$ cat src/rtl/udma_ch_grant_arb.sv
// Round-robin grant arbiter for the uDMA channel address generators, feeding a single
// registered transaction stage toward the L2 port.
module udma_ch_grant_arb #(
   parameter int N_CH           = 4,
   parameter int L2_AWIDTH_NOAL = 18
) (
   input  logic                           clk_i,
   input  logic                           rstn_i,
   input  logic [N_CH-1:0]                ch_req_i,
   input  logic [N_CH*L2_AWIDTH_NOAL-1:0] ch_addr_i,
   input  logic [N_CH*2-1:0]              ch_datasize_i,
   output logic [N_CH-1:0]                ch_gnt_o,
   output logic                           not_stall_o,
   output logic                           out_valid_o,
   input  logic                           out_ready_i,
   output logic [L2_AWIDTH_NOAL-1:0]      out_addr_o,
   output logic [1:0]                     out_datasize_o,
   output logic [$clog2(N_CH)-1:0]        out_ch_id_o
);

   localparam int CH_ID_W = $clog2(N_CH);
   localparam int AW      = L2_AWIDTH_NOAL;

   logic               out_valid_q, out_valid_d;
   logic [AW-1:0]      out_addr_q, out_addr_d;
   logic [1:0]         out_datasize_q, out_datasize_d;
   logic [CH_ID_W-1:0] out_ch_id_q, out_ch_id_d;
   logic [CH_ID_W-1:0] rr_ptr_q, rr_ptr_d;

   logic [N_CH-1:0]    gnt;
   logic               found;
   logic [CH_ID_W-1:0] win_id;
   logic [CH_ID_W:0]   sum;
   logic [CH_ID_W-1:0] cand;

   // Output handshake: a transaction moves to L2 when out_valid_o && out_ready_i; while
   // valid is high and ready is low the payload holds and no channel is granted.
   assign not_stall_o = !out_valid_q || out_ready_i;

   always_comb begin
      gnt    = '0;
      found  = 1'b0;
      win_id = '0;
      sum    = '0;
      cand   = '0;
      if (not_stall_o) begin
         for (int i = 0; i < N_CH; i++) begin
            sum = {1'b0, rr_ptr_q} + (CH_ID_W+1)'(i);
            if (sum >= (CH_ID_W+1)'(N_CH)) sum = sum - (CH_ID_W+1)'(N_CH);
            cand = sum[CH_ID_W-1:0];
            if (!found && ch_req_i[cand]) begin
               found     = 1'b1;
               gnt[cand] = 1'b1;
               win_id    = cand;
            end
         end
      end
   end

   always_comb begin
      out_valid_d    = out_valid_q;
      out_addr_d     = out_addr_q;
      out_datasize_d = out_datasize_q;
      out_ch_id_d    = out_ch_id_q;
      rr_ptr_d       = rr_ptr_q;
      if (found) begin
         out_valid_d    = 1'b1;
         out_addr_d     = ch_addr_i[int'(win_id)*AW +: AW];
         out_datasize_d = ch_datasize_i[int'(win_id)*2 +: 2];
         out_ch_id_d    = win_id;
         rr_ptr_d       = (win_id == CH_ID_W'(N_CH-1)) ? '0 : win_id + 1'b1;
      end else if (out_ready_i) begin
         // Drained with nothing new: payload keeps its last value.
         out_valid_d = 1'b0;
      end
   end

   always_ff @(posedge clk_i or negedge rstn_i) begin
      if (!rstn_i) begin
         out_valid_q    <= 1'b0;
         out_addr_q     <= '0;
         out_datasize_q <= '0;
         out_ch_id_q    <= '0;
         rr_ptr_q       <= '0;
      end else begin
         out_valid_q    <= out_valid_d;
         out_addr_q     <= out_addr_d;
         out_datasize_q <= out_datasize_d;
         out_ch_id_q    <= out_ch_id_d;
         rr_ptr_q       <= rr_ptr_d;
      end
   end

   assign ch_gnt_o       = gnt;
   assign out_valid_o    = out_valid_q;
   assign out_addr_o     = out_addr_q;
   assign out_datasize_o = out_datasize_q;
   assign out_ch_id_o    = out_ch_id_q;

endmodule

$ cat config.mk
export PLATFORM = sky130hd
export DESIGN_NAME = udma_ch_grant_arb
export DESIGN_NICKNAME = d
export VERILOG_FILES = /design/src/rtl/udma_ch_grant_arb.sv
export SDC_FILE = /design/constraint.sdc
export NUM_CORES = 1
export LEC_CHECK = 0
export BUFFER_PORTS_ARGS = -buffer_cell sky130_fd_sc_hd__buf_2
export CAP_MARGIN = 10
export CORE_MARGIN = 5
export CORE_UTILIZATION = 45
export CTS_BUF_LIST = sky130_fd_sc_hd__clkbuf_16
export CTS_CLUSTER_SIZE = 30
export DETAILED_ROUTE_END_ITERATION = 6
export HOLD_SLACK_MARGIN = 0.1
export PLACE_DENSITY_LB_ADDON = 0.08
export SETUP_SLACK_MARGIN = 0.4
export SLEW_MARGIN = 20
export SYNTH_ARGS = -nofsm -noshare
export SYNTH_HDL_FRONTEND = slang
export SYNTH_SLANG_ARGS = --single-unit
$ cat constraint.sdc
create_clock -name clk_i -period 2.9 [get_ports clk_i]
set_clock_uncertainty 0.05 [all_clocks]
set_input_delay 0.435 -clock clk_i [delete_from_list [all_inputs] [get_ports clk_i]]
set_output_delay 0.435 -clock clk_i [all_outputs]
set_load 0.05 [all_outputs]
==> impl_metrics.csv <==
group,metric,value,unit
cells_and_area,multi_input_area,2240,µm²
timing,setup_tns,0,ns
cts,cts_root_buf,"clkbuf_16",
cts,hold_buffers,0,
global_routing,grt_max_degree,26,
drt,wire_per_inst,20.3,µm
setup_path,crit_chain,"buf_6 > buf_8 > and3b_1 > o211ai_1 > a21oi_1 > a41o_2 > a221oi_4 > nor2_4 > buf_8",
cells_and_area,num-fill-cells,481,
pwr,power_density,1540,nW/µm²
floorplan,die_h,88.7,µm
floorplan,ios,115,
synth,synth_area,2790,µm²
drt,vias,3479,
setup_path,worstPathRequired,2.41,ns
timing,max_freq,0.349,GHz
synth,postSynthAreaPerCell,8.01,µm²
synth,dominantRegCellSynth,"dfrtp_1",
place,place_area,3530,µm²
drt,first_pass_iters,5,
drt,drcViolationCount,0,
timing,period_share,98.8,%
drt,drtIter0Drc,267,
cts,cts-htree-levels,1,
cells_and_area,stdcell_count,559,
timing,final_hold_viol_count,0,
cts,ctsLongestPathBuffers,2,
drt,via_per_inst,6.22,
cts,clock_latency,0.26,ns
cells_and_area,diodes,0,
floorplan,die-area,7870,µm²
global_routing,grt_pass1_wl,16700,µm
setup_path,worstSetupPathType,"flip-flop to primary output",
timing,rsz0062_at_grt,"yes",
pwr,ir_worst_vdd,958,µV
cts,clk_pin_slew_worst_paths,0.08,ns
setup_path,critPathMaxFanout,11,
setup_path,critPathCaptureType,"primary output",
synth,ys_ff_latch,25,
setup_path,path_buf_inv,3,
timing,worstMarginPinSlew,0.593,ns
cells_and_area,area_growth,51.0,%
synth,postSynthCellCount,348,
cells_and_area,final_area,4210,µm²
synth,synthTopCellsByArea,"dfrtp_1 22%, mux2i_1 8.3%, o21ai_0 6.6%",
cells_and_area,seq_area,626,µm²
setup_path,start_kind,"flip-flop",
global_routing,antenna_found_initial,0,
flow_run,drv_cap,0,
status,status,"finished clean",
floorplan,start_util,46.8,%
hold_path,hold_path.class,"input pin to asynchronous set/reset pin",
floorplan,coreArea,5960,µm²
cts,cts_buffers,3,
synth,synth_edf_count,0,
setup_path,path_common_cell,"buf_8",
pwr,p_leak,1.88,nW
floorplan,die_w,88.7,µm
synth,yosysTopAreaCell,"dfrtp_1",
cts,cts_tree,"done",
floorplan,rows,28,
setup_path,slowest_stage,"dfrtp_1",
synth,yosysTopAreaCellShare,22.4,%
timing,relSlewSlack,60.5,%
cells_and_area,final_layout_size_suffix_gt1_share,47.7,%
timing,setup_viol,0,
place,io_buffer_count,114,
global_routing,overflow,0,
cells_and_area,nNetsFinal,580,
place,gp_congestion,0.906,
timing,fin_hold_ws,0.109,ns
synth,yosysUniqueCellTypes,46,
cells_and_area,mostFrequentLayoutCells,"110 x buf_2, 37 x buf_4, 36 x o21ai_0",
cts,clkSinkCount,25,
timing,period_minus_slack,2.86,ns
global_routing,grtUsageTotal,26.9,%
synth,async_reset_ff_share,100,%
synth,synth-seq-area-share,22.4,%
synth,synth_nets,443,
synth,yosysWarnings,0,
setup_path,slowest_delay,0.42,ns
drt,wirelength,11300,µm
global_routing,grt_pass1_vias,3369,
setup_path,cp_top_family,"compound AO/OA/AOI/OAI gates",
place,dp_cells,521,
drt,final_antenna_net_count,0,
timing,drv_slew,0,
place,dp_hpwl,7230,µm
setup_path,crit_arrival,2.38,ns
cells_and_area,mostFrequentLayoutCell,"buf_2",
routing by layer:
layer | up-vias | share of wire [%] | GRT usage (%)
li1 | 1617 | - | -
met1 | 1673 | 41 | 35.3
met2 | 173 | 50 | 47.1
met3 | 16 | 7.8 | 4.38
met4 | 0 | 1.7 | 4.26
met5 | - | 0 | 0
what timing repair did:
action	in CTS	in global routing
endpoints found under the hold margin	0	0
gates cloned	2	5
setup endpoints to repair	26	25
pin swaps	17	38
buffers inserted	10	17
gates resized for setup	22	54
where the power goes:
part | switching, mW | internal (mW)
clock | 0.145 | 0.191
sequential | 0.104 | 0.525
combinational | 3.15 | 2.35
through the flow:
step | worst slack, ns | util [%] | total power [mW]
2_1_floorplan | 0.0347 | - | 3.76
3_3_place_gp | 0.159 | 59.3 | 4.65
6_report | 0.0352 | 70.7 | 6.46
3_5_place_dp | 0.118 | 59.3 | 4.68
5_1_grt | -0.0749 | 70.7 | 6.83
4_1_cts | 0.0934 | 64.1 | 5.42
final timing paths:
kind,from,endpoint,slack (ns),cells after the start
setup / recovery,rr_ptr_q[0],ch_gnt_o[3],0.04,9
hold / removal,rstn_i,out_addr_o[3],0.11,1
setup reg to reg,rr_ptr_q[0],out_addr_o[5],0.25,12
hold reg to reg,out_ch_id_o[0],out_ch_id_o[0],0.44,2
max in group asynchronous,rstn_i,out_valid_o,2.29,1
min in group clk_i,ch_addr_i[3],out_addr_o[3],0.38,3
cell type report:
class,instances,share of cell area (%)
clock buffer,3,1.78
sequential,25,14.9
inverter,6,0.624
multi-input combinational,278,53.2
timing repair buffer,171,27.1
clock inverter,1,0.208
tap,75,2.23
synth_stat cells (all sizes together) (2+ instances only):
cell type / instances
a22oi: 4
a32oi: 19
buf: 16
o22ai: 19
o211a: 2
dfrtp: 25
inv: 6
o21ai: 41
and3: 19
nor2: 33
nand3: 3
nor3b: 20
nor2b: 3
a221oi: 4
a21oi: 25
o211ai: 21
clkbuf: 25
mux2i: 23
nand2: 7
ha: 8
nand2b: 2
mux4: 4
a211oi: 4
flip-flops by register name (all words and copies together) (netlist names):
| name | flops |
|---|---|
| out_datasize_o | 2 |
| out_addr_o | 18 |
| out_ch_id_o | 2 |
| rr_ptr_q | 2 |
| out_valid_o | 1 |
cells by family after synthesis:
family | after synthesis | share of synthesized area [%]
fa+ha+maj | 8 | 3.59
xor+xnor | 1 | 0.314
mux | 27 | 11.5
simple gates | 94 | 18.9
flops | 25 | 22.4
compound gates | 146 | 35.3
buf+inv | 47 | 7.99
worst reg2reg max path, stage by stage, from the launching register on:
cell and delay [ns]:
dfrtp_1 0.42, clkinvlp_4 0.14, ha_4 0.30, mux4_2 0.33, buf_6 0.17, nand2b_1 0.19
a21oi_4 0.20, buf_4 0.17, a211oi_4 0.04, buf_4 0.15, buf_4 0.15, a21oi_1 0.14
o22ai_1 0.08
Note: power is estimated with default switching activity, not from simulation.
